<file path="config.mk">
export PLATFORM = sky130hd
export DESIGN_NAME = alu
export DESIGN_NICKNAME = d
export VERILOG_FILES = /design/src/rtl/alu.sv
export SDC_FILE = /design/constraint.sdc
export NUM_CORES = 1
export LEC_CHECK = 0
export BUFFER_PORTS_ARGS = -buffer_cell sky130_fd_sc_hd__clkbuf_2
export CAP_MARGIN = 20
export CORE_MARGIN = 2
export CORE_UTILIZATION = 25
export DETAILED_ROUTE_END_ITERATION = 8
export PLACE_DENSITY = 0.39
export SETUP_SLACK_MARGIN = 0.05
export SLEW_MARGIN = 40
export SYNTH_ARGS = -nofsm -noshare
export SYNTH_HDL_FRONTEND = slang
export SYNTH_SLANG_ARGS = --single-unit
</file>
<file path="constraint.sdc">
create_clock -name clk -period 8.1 [get_ports clk]
set_input_delay 0.405 -clock clk [delete_from_list [all_inputs] [get_ports clk]]
set_output_delay 0.405 -clock clk [all_outputs]
set_load 0.01 [all_outputs]
</file>
<file path="src/rtl/alu.sv">
// rtl/alu.sv - combinational ALU with registered zero flag
// Optional multiplier enabled by defining ALU_MUL_EN.
module alu #(
  parameter int WIDTH = 32
) (
  input  logic             clk,
  input  logic             rst,
  input  logic [WIDTH-1:0] a,
  input  logic [WIDTH-1:0] b,
  input  logic [3:0]       aluc,
  input  logic             wzero,
  output logic [WIDTH-1:0] result,
  output logic             zero
);

  localparam int SHW = $clog2(WIDTH);

  localparam logic [3:0] OP_ADD   = 4'b0000;
  localparam logic [3:0] OP_SUB   = 4'b0001;
  localparam logic [3:0] OP_AND   = 4'b0010;
  localparam logic [3:0] OP_OR    = 4'b0011;
  localparam logic [3:0] OP_XOR   = 4'b0100;
  localparam logic [3:0] OP_NOR   = 4'b0101;
  localparam logic [3:0] OP_SLT   = 4'b0110;
  localparam logic [3:0] OP_SLTU  = 4'b0111;
  localparam logic [3:0] OP_SLL   = 4'b1000;
  localparam logic [3:0] OP_SRL   = 4'b1001;
  localparam logic [3:0] OP_SRA   = 4'b1010;
  localparam logic [3:0] OP_LUI   = 4'b1011;
  localparam logic [3:0] OP_MUL   = 4'b1100;
  localparam logic [3:0] OP_PASSB = 4'b1101;

  logic [SHW-1:0]   shamt;
  logic             lt_signed;
  logic             lt_unsigned;
  logic [WIDTH-1:0] mul_res;
  logic             zero_q;
  logic             zero_d;

  // Shifts use only the low SHW bits of a; upper bits are ignored.
  assign shamt       = a[SHW-1:0];
  assign lt_signed   = $signed(a) < $signed(b);
  assign lt_unsigned = a < b;

`ifdef ALU_MUL_EN
  assign mul_res = a * b;
`else
  assign mul_res = '0;
`endif

  always_comb begin
    result = '0;
    unique case (aluc)
      OP_ADD:   result = a + b;
      OP_SUB:   result = a - b;
      OP_AND:   result = a & b;
      OP_OR:    result = a | b;
      OP_XOR:   result = a ^ b;
      OP_NOR:   result = ~(a | b);
      OP_SLT:   result = {{(WIDTH-1){1'b0}}, lt_signed};
      OP_SLTU:  result = {{(WIDTH-1){1'b0}}, lt_unsigned};
      OP_SLL:   result = b << shamt;
      OP_SRL:   result = b >> shamt;
      OP_SRA:   result = $unsigned($signed(b) >>> shamt);
      OP_LUI:   result = b << (WIDTH / 2);
      OP_MUL:   result = mul_res;
      OP_PASSB: result = b;
      default:  result = '0;
    endcase
  end

  assign zero_d = wzero ? (result == '0) : zero_q;

  always_ff @(posedge clk or posedge rst) begin
    if (rst) begin
      zero_q <= 1'b0;
    end else begin
      zero_q <= zero_d;
    end
  end

  assign zero = zero_q;

endmodule

</file>
After elaboration in Yosys (flattened, before gate mapping)
Index checks and enable logic that the tools add are counted.
{"block": "word_totals", "wordCells": 27, "register_bits": 1, "out_inout_bits": 33}
{"block": "classes", "eq_ne": 12, "bitwise": 4, "mux": 1, "n_addsub": 2, "magnitude_cmp": 2, "shift": 3, "reduce_logical": 2}
{"op": "one-hot mux 32 bit (13 select lines)", "count": 1}
{"op": "< comparator 32 bit", "count": 2}
{"op": "adder 32 bit", "count": 1}
{"op": "bitwise AND 32 bit", "count": 1}
{"op": "zero test 32 bit", "count": 1}
{"op": "inverter 32 bit", "count": 1}
{"op": "OR 32 bit", "count": 1}
{"op": "<< shifter 32 x 5 -> 32 bit", "count": 1}
{"op": ">> shifter 32 x 5 -> 32 bit", "count": 1}
{"op": ">>> shifter 32 x 5 -> 32 bit", "count": 1}
{"op": "subtractor 32 bit", "count": 1}
{"op": "XOR 32 bit", "count": 1}
{"op": "== test 4 bit (second input constant)", "count": 5}
{"op": "== test 4 x 3 -> 1 bit (second input constant)", "count": 4}
{"op": "== test 4 x 2 -> 1 bit (second input constant)", "count": 2}
{"op": "== test 4 x 1 -> 1 bit (second input constant)", "count": 1}
{"op": "zero test 4 bit", "count": 1}

Logic depth before layout (Yosys ltp)
Gate-level depths: netlist of the first run.
{"block": "logic_depth", "word_depth": 4, "depth_mapped": 17}

Worst setup path after synthesis of the first run
Ideal clock, no wire load.
{"block": "synth_path", "kind": "input -> register", "start": "input port a[0]", "end": "register zero_q (netlist: zero)", "slack_ns": 3.491, "cell_stages": 17, "path_buffers": 4, "arrival_time_ns": 4.505, "path_cell_list": "buf_2 buf_4 inv_2 buf_2 buf_1 ha_1 fa_1 o21ba_2 nor4_2 o211a_1 a211o_1 a2111o_1 a31o_1 a311oi_1 or4_1 or4_1 o41ai_2"}
{"block": "synth_via", "elab_chain_cells": 4, "elab_cells_between_ends": 13, "classes_between": "add/sub (2); order compare (2); shift (3); mux (1); bitwise (4); reduce/logical (1)"}
{"element": "start, declared", "line_no": "8", "text": "input logic [WIDTH-1:0] a,"}
{"element": "branches (longest 2 deep; another with subtractor 32 bit)"}
{"element": "one-hot mux 32 bit (13 select lines) *", "line_no": "53", "text": "unique case (aluc)"}
{"element": "net result[0]", "line_no": "12", "text": "output logic [WIDTH-1:0] result,"}
{"element": "zero test 32 bit *", "line_no": "72", "text": "assign zero_d = wzero ? (result == '0) : zero_q;"}
{"element": "end signal, assigned", "line_no": "78", "text": "zero_q <= zero_d;"}
{"element": "end, declared", "line_no": "37", "text": "logic zero_q;"}
Mark *: on every way through the listed nets, which the timed path passes.
A chain may end at the register's enable or synchronous reset.

Worst setup path in the final report of the first run
{"block": "layout_path", "start": "input port a[3]", "end": "register zero_q (netlist: zero)"}
{"block": "layout_via", "elab_chain_cells": 4, "elab_cells_between_ends": 13, "classes_between": "add/sub (2); order compare (2); shift (3); mux (1); bitwise (4); reduce/logical (1)"}
{"element": "branches (longest 2 deep; another with subtractor 32 bit)"}
{"element": "one-hot mux 32 bit (13 select lines) *", "line_no": "53"}
{"element": "zero test 32 bit *", "line_no": "72"}
Mark *: on every way between the ends.

==> results of run 1 <==
[path summary, 6_finish.rpt]
kind                                     to  slack, ps  depth (start not counted)
setup / recovery           zero$_DFFE_PP0P_       2240                         15
hold / removal             zero$_DFFE_PP0P_        230                          2
setup reg to reg           zero$_DFFE_PP0P_       7440                          2
hold reg to reg            zero$_DFFE_PP0P_        510                          2
max in group asynchronous  zero$_DFFE_PP0P_       7780                          2
min in group clk           zero$_DFFE_PP0P_        510                          2
[logic make-up (layout without fill, tap and decap cells)]
family,after synthesis,count (layout),share of synthesized area [%]
fa+ha+maj,105,105,11.6
xor+xnor,5,5,0.383
simple gates,598,598,25.8
buf+inv,254,227,9.24
other cells,0,3,0
mux,154,154,19.3
compound gates,546,546,33.5
flops,1,1,0.219
[cell usage in the layout, fill, tap and decap left out, drive strengths merged, types with 34 or more instances in the layout]
cell / Yosys / routed
nand2: 176 / 176
nor2: 152 / 152
a21oi: 111 / 111
ha: 103 / 103
clkbuf: 92 / 99
inv: 97 / 97
o21ai: 94 / 94
mux2i: 82 / 82
mux4: 50 / 50
nor3: 46 / 46
nand3: 42 / 42
o211ai: 34 / 34
[worst reg2reg max path: cells and delay by family (launching register included)]
family           cells  cell delay, ps
flip-flops           1             360
AND/OR/NAND/NOR      1             100
AO/OA/AOI/OAI        1              70
[layout make-up]
type | instances | area, sq um | share of cell area (%)
inverters | 98 | 368 | 2.99
repair buffers | 129 | 731 | 5.93
multi-input cells | 1408 | 10400 | 84.7
diodes | 3 | 7.51 | 0.0609
well taps | 600 | 751 | 6.09
flip-flops and latches | 1 | 25.0 | 0.203
[layer usage]
| layer | vias to the layer above | global-route usage (%) | routed length (um) |
|---|---|---|---|
| li1 | 6272 | - | - |
| met4 | 0 | 9.43 | 2640 |
| met5 | - | 0 | 0 |
| met1 | 7189 | 40.2 | 30600 |
| met2 | 880 | 43.7 | 30900 |
| met3 | 101 | 5.48 | 6810 |
[stage by stage]
| stage | area, sq um | util [%] | worst slack, ps |
|---|---|---|---|
| after global routing | 12300 | 27.2 | 2090 |
| after floorplan | 11400 | - | 3490 |
| after CTS | 12300 | 27.1 | 2550 |
| after global placement | 12300 | 27.1 | 2580 |
| after detailed placement | 12300 | 27.1 | 2570 |
| final | 12300 | 27.2 | 2240 |
==> results.cfg, run 1 <==
[status]
status = completed

[floorplanning]
core_region_area_sq_um = 45300
die_area_sq_um = 47500
ioPinCount = 104
die-width_um = 218
die_y_um = 218
rows = 78
start_util_pct = 25.3

[timing]
fin_setup_tns_ps = 0
fin_crit_sh_pct = 72.3
hold_ws_ps = 230
rsz0062_at_grt = false
fmax_mhz = 171
setup_viol = 0
hold_viol_final = 0
report.final.slew_viol_count = 0
skew_ps = 0
worstMarginPinSlew_ps = 882
period_needed_ps = 5860
slew_headroom_pct = 40.8

[synthesis]
yosysUniqueCellTypes = 93
ys_ff_latch = 1
syn_area_sq_um = 11400
synthTopCellsByCount = nand2_1, nor2_1, a21oi_1, ha_1, inv_1
yosys_warnings = 0
async_flop_share_pct = 100
synthesis.instances = 1663
yosysTopAreaCell = ha_1
synth_most_common_cell = nand2_1
synth_area_leaders = ha_1, mux4_2, mux2i_1
ys_seq_area_share_pct = 0.219
netlist.area_leader.share_pct = 11.3
avgSynthCellArea_sq_um = 6.88
synth_nets = 1839
ys.flop_type = dfrtp_1
synth_edf_count = 0

[routing]
antenna_left = 0
drc = 0
firstDrtPassIters = 6
drt-wirelength-per-cell_um = 31.7
viasPerCell = 6.45
totalWireLength_um = 70900
route.vias.total = 14400
drt_iter0_markers = 2051

[clocking]
cts.clk_slew.worst_paths_ps = 0
cts_resized = 0
postCtsSetupBuffers = 0
cts_hold_buf = 0
insertion_delay_ps = 0

[cells_and_area]
syn_to_final_growth_pct = 7.70
fin_nets = 1814
stdcell_count = 2239
largest_reg_flops = 1
fill_cells = 5110
drive_gt1_share_pct = 15.5

[worst_setup_path]
cp.arrival_ps = 5750
crit_chain = clkbuf_2 > buf_4 > inv_2 > ha_1 > nand2_1 > nor3_1 > o2111ai_1 > a2111oi_0 > buf_4 > nor2_1 > a221oi_1 > o2111ai_1 > a2111oi_1 > nand4_1 > o41ai_2
cp-startpoint = a[3]
worst-path-buf-inv = 4
critical-path-top-delay-family = compound AO/OA/AOI/OAI gates
start_kind = input port
cp_slowest_cell = a2111oi_0
r2r-start = zero$_DFFE_PP0P_
worst_ep_required_time_ps = 7990
slowest_delay_ps = 670
crit_type = in -> reg
critPathCaptureType = register
worst-path-max-fanout = 61

[grt]
grt_pass1_wl_um = 100000
grt_max_degree = 65
grt_pass1_vias = 13300
overflow = 0
grt_use_total_pct = 28.7
antenna_found_initial = 0

[placement]
placed_cells = 2235
globalplace.congestion = 1.02
port_buffers = 103
hpwlAfterDp_um = 55100

[min_path]
hp-class = in -> async

[flow_run]
maxCapViolations = 0
==> inputs of run 2 (changes only) <==
--- a/config.mk
+++ b/config.mk
@@ -10,7 +10,7 @@
 export CORE_MARGIN = 2
 export CORE_UTILIZATION = 25
 export DETAILED_ROUTE_END_ITERATION = 8
-export PLACE_DENSITY = 0.39
+export PLACE_DENSITY = 0.41
 export SETUP_SLACK_MARGIN = 0.05
 export SLEW_MARGIN = 40
 export SYNTH_ARGS = -nofsm -noshare
==> constraint.sdc (replaced) <==
create_clock -name clk -period 5.3 [get_ports clk]
set_input_delay 0.265 -clock clk [delete_from_list [all_inputs] [get_ports clk]]
set_output_delay 0.265 -clock clk [all_outputs]
set_load 0.01 [all_outputs]
==> run 2 against run 1 <==
Clock skew did not move. Wire length rose by 4.6%. Worst setup slack worse by 1900 ps. Via count increased by 2.3%. Hold slack got worse by 140 ps. First-iteration DRC count is 3.7% higher. Final area increased by 3.7%. Sequential cell count stayed put. Register-to-register slack worse by 2800 ps. Core utilization is 1.0 points higher. Critical path depth is 2 lower. Cell count is 2.7% higher. Critical endpoint is now result[31]. Highest routed layer is now met5.
==> results.cfg, run 2 (synthesized netlist as in run 1, its figures left out) <==
[status]
status = completed

[worst_setup_path]
crit_type = in -> out
crit_chain = clkbuf_2 > inv_1 > ha_1 > nor2b_1 > a2111oi_1 > a211oi_2 > a211o_1 > a211oi_2 > o21ai_1 > mux2_2 > a2111oi_0 > o21ai_0 > clkbuf_2
worst-path-buf-inv = 3
cp.arrival_ps = 4710
cp_slowest_cell = a2111oi_0
worst-path-max-fanout = 15
worst_ep_required_time_ps = 5040
critPathCaptureType = output pin
critical-path-top-delay-family = compound AO/OA/AOI/OAI gates
slowest_delay_ps = 680
start_kind = input port

[routing]
drt-wirelength-per-cell_um = 32.3
firstDrtPassIters = 5
antenna_left = 0
route.vias.total = 14800
viasPerCell = 6.43
drt_iter0_markers = 2127
totalWireLength_um = 74200
drc = 0

[placement]
port_buffers = 103
dpl_worst_slack_ps = 565
globalplace.congestion = 1.03
hpwlAfterDp_um = 58900

[cells_and_area]
final_common_cell = nand2_1
mostFrequentLayoutCells = nand2_1, nor2_1, a21oi_1
syn_to_final_growth_pct = 11.7
drive_gt1_share_pct = 18.4
fin_nets = 1875
fill_cells = 5139
largest_reg_flops = 1

[grt]
overflow = 0
antenna_found_initial = 2
grt_pass1_wl_um = 105000
grt_max_degree = 101
grt_use_total_pct = 30.2
grt_pass1_vias = 13800

[floorplanning]
start_util_pct = 25.3
die_area_sq_um = 47500
rows = 78
die-width_um = 218
ioPinCount = 104
die_y_um = 218
core_region_area_sq_um = 45300

[timing]
worstMarginPinSlew_ps = 887
slew_headroom_pct = 40.9
period_needed_ps = 4970
rsz0062_at_grt = false
fin_crit_sh_pct = 93.8
setup_viol = 0
report.final.slew_viol_count = 0
hold_ws_ps = 87.5
hold_viol_final = 0
worst_slack_ps = 327
fmax_mhz = 201
skew_ps = 0
fin_setup_tns_ps = 0

[clocking]
postCtsSetupBuffers = 0
insertion_delay_ps = 0
cts.clk_slew.worst_paths_ps = 0
cts_hold_buf = 0
cts_resized = 0

[min_path]
hp-class = in -> async

[flow_run]
maxCapViolations = 0
[run 2: cell count changes in the layout (fill, tap and decap cells not counted), sizes merged]
cell	change
diode	-1
buf	+60
clkbuf	+1
[run 2: routing by layer]
| metal | up-vias | global-route usage (%) | part of all wire, % |
|---|---|---|---|
| met5 | - | 0 | 0.016 |
| met4 | 2 | 11.2 | 4.4 |
| met3 | 140 | 4.91 | 9.5 |
| met2 | 929 | 46.2 | 43 |
| met1 | 7312 | 42.3 | 43 |
| li1 | 6395 | - | - |
[run 2: worst reg2reg max path, delay by kind of cell (launching register included)]
| kind | cells | cell delay [ps] |
|---|---|---|
| AOI/OAI and AO/OA | 1 | 80 |
| and+or+nand+nor | 1 | 120 |
| DFF | 1 | 360 |
[run 2: area by class of cell]
type | count | area [sq um] | share of cell area (%)
Antenna cell | 2 | 5.00 | 0.0392
Inverter | 98 | 368 | 2.88
Multi-Input combinational cell | 1408 | 10400 | 81.6
Sequential cell | 1 | 25.0 | 0.196
Tap cell | 600 | 751 | 5.87
Timing Repair Buffer | 190 | 1200 | 9.40
[run 2: stage by stage]
stage / std cells / cell area, sq um / util [%]
finish: 2299 / 12800 / 28.2
global route: 2297 / 12800 / 28.2
CTS: 2297 / 12800 / 28.2
detailed placement: 2297 / 12800 / 28.2
global placement: 2297 / 12700 / 28.1
floorplan: 1663 / 11400 / -
[run 2: worst paths after layout]
check	startpoint	to	slack, ps	cells past startpoint
worst min register to register	zero$_DFFE_PP0P_	zero$_DFFE_PP0P_	530	2
worst max-delay path	b[6]	result[31]	330	13
min in group clk	zero$_DFFE_PP0P_	zero$_DFFE_PP0P_	530	2
worst max register to register	zero$_DFFE_PP0P_	zero$_DFFE_PP0P_	4600	2
worst min-delay path	rst	zero$_DFFE_PP0P_	90	2
max in group asynchronous	rst	zero$_DFFE_PP0P_	5120	2
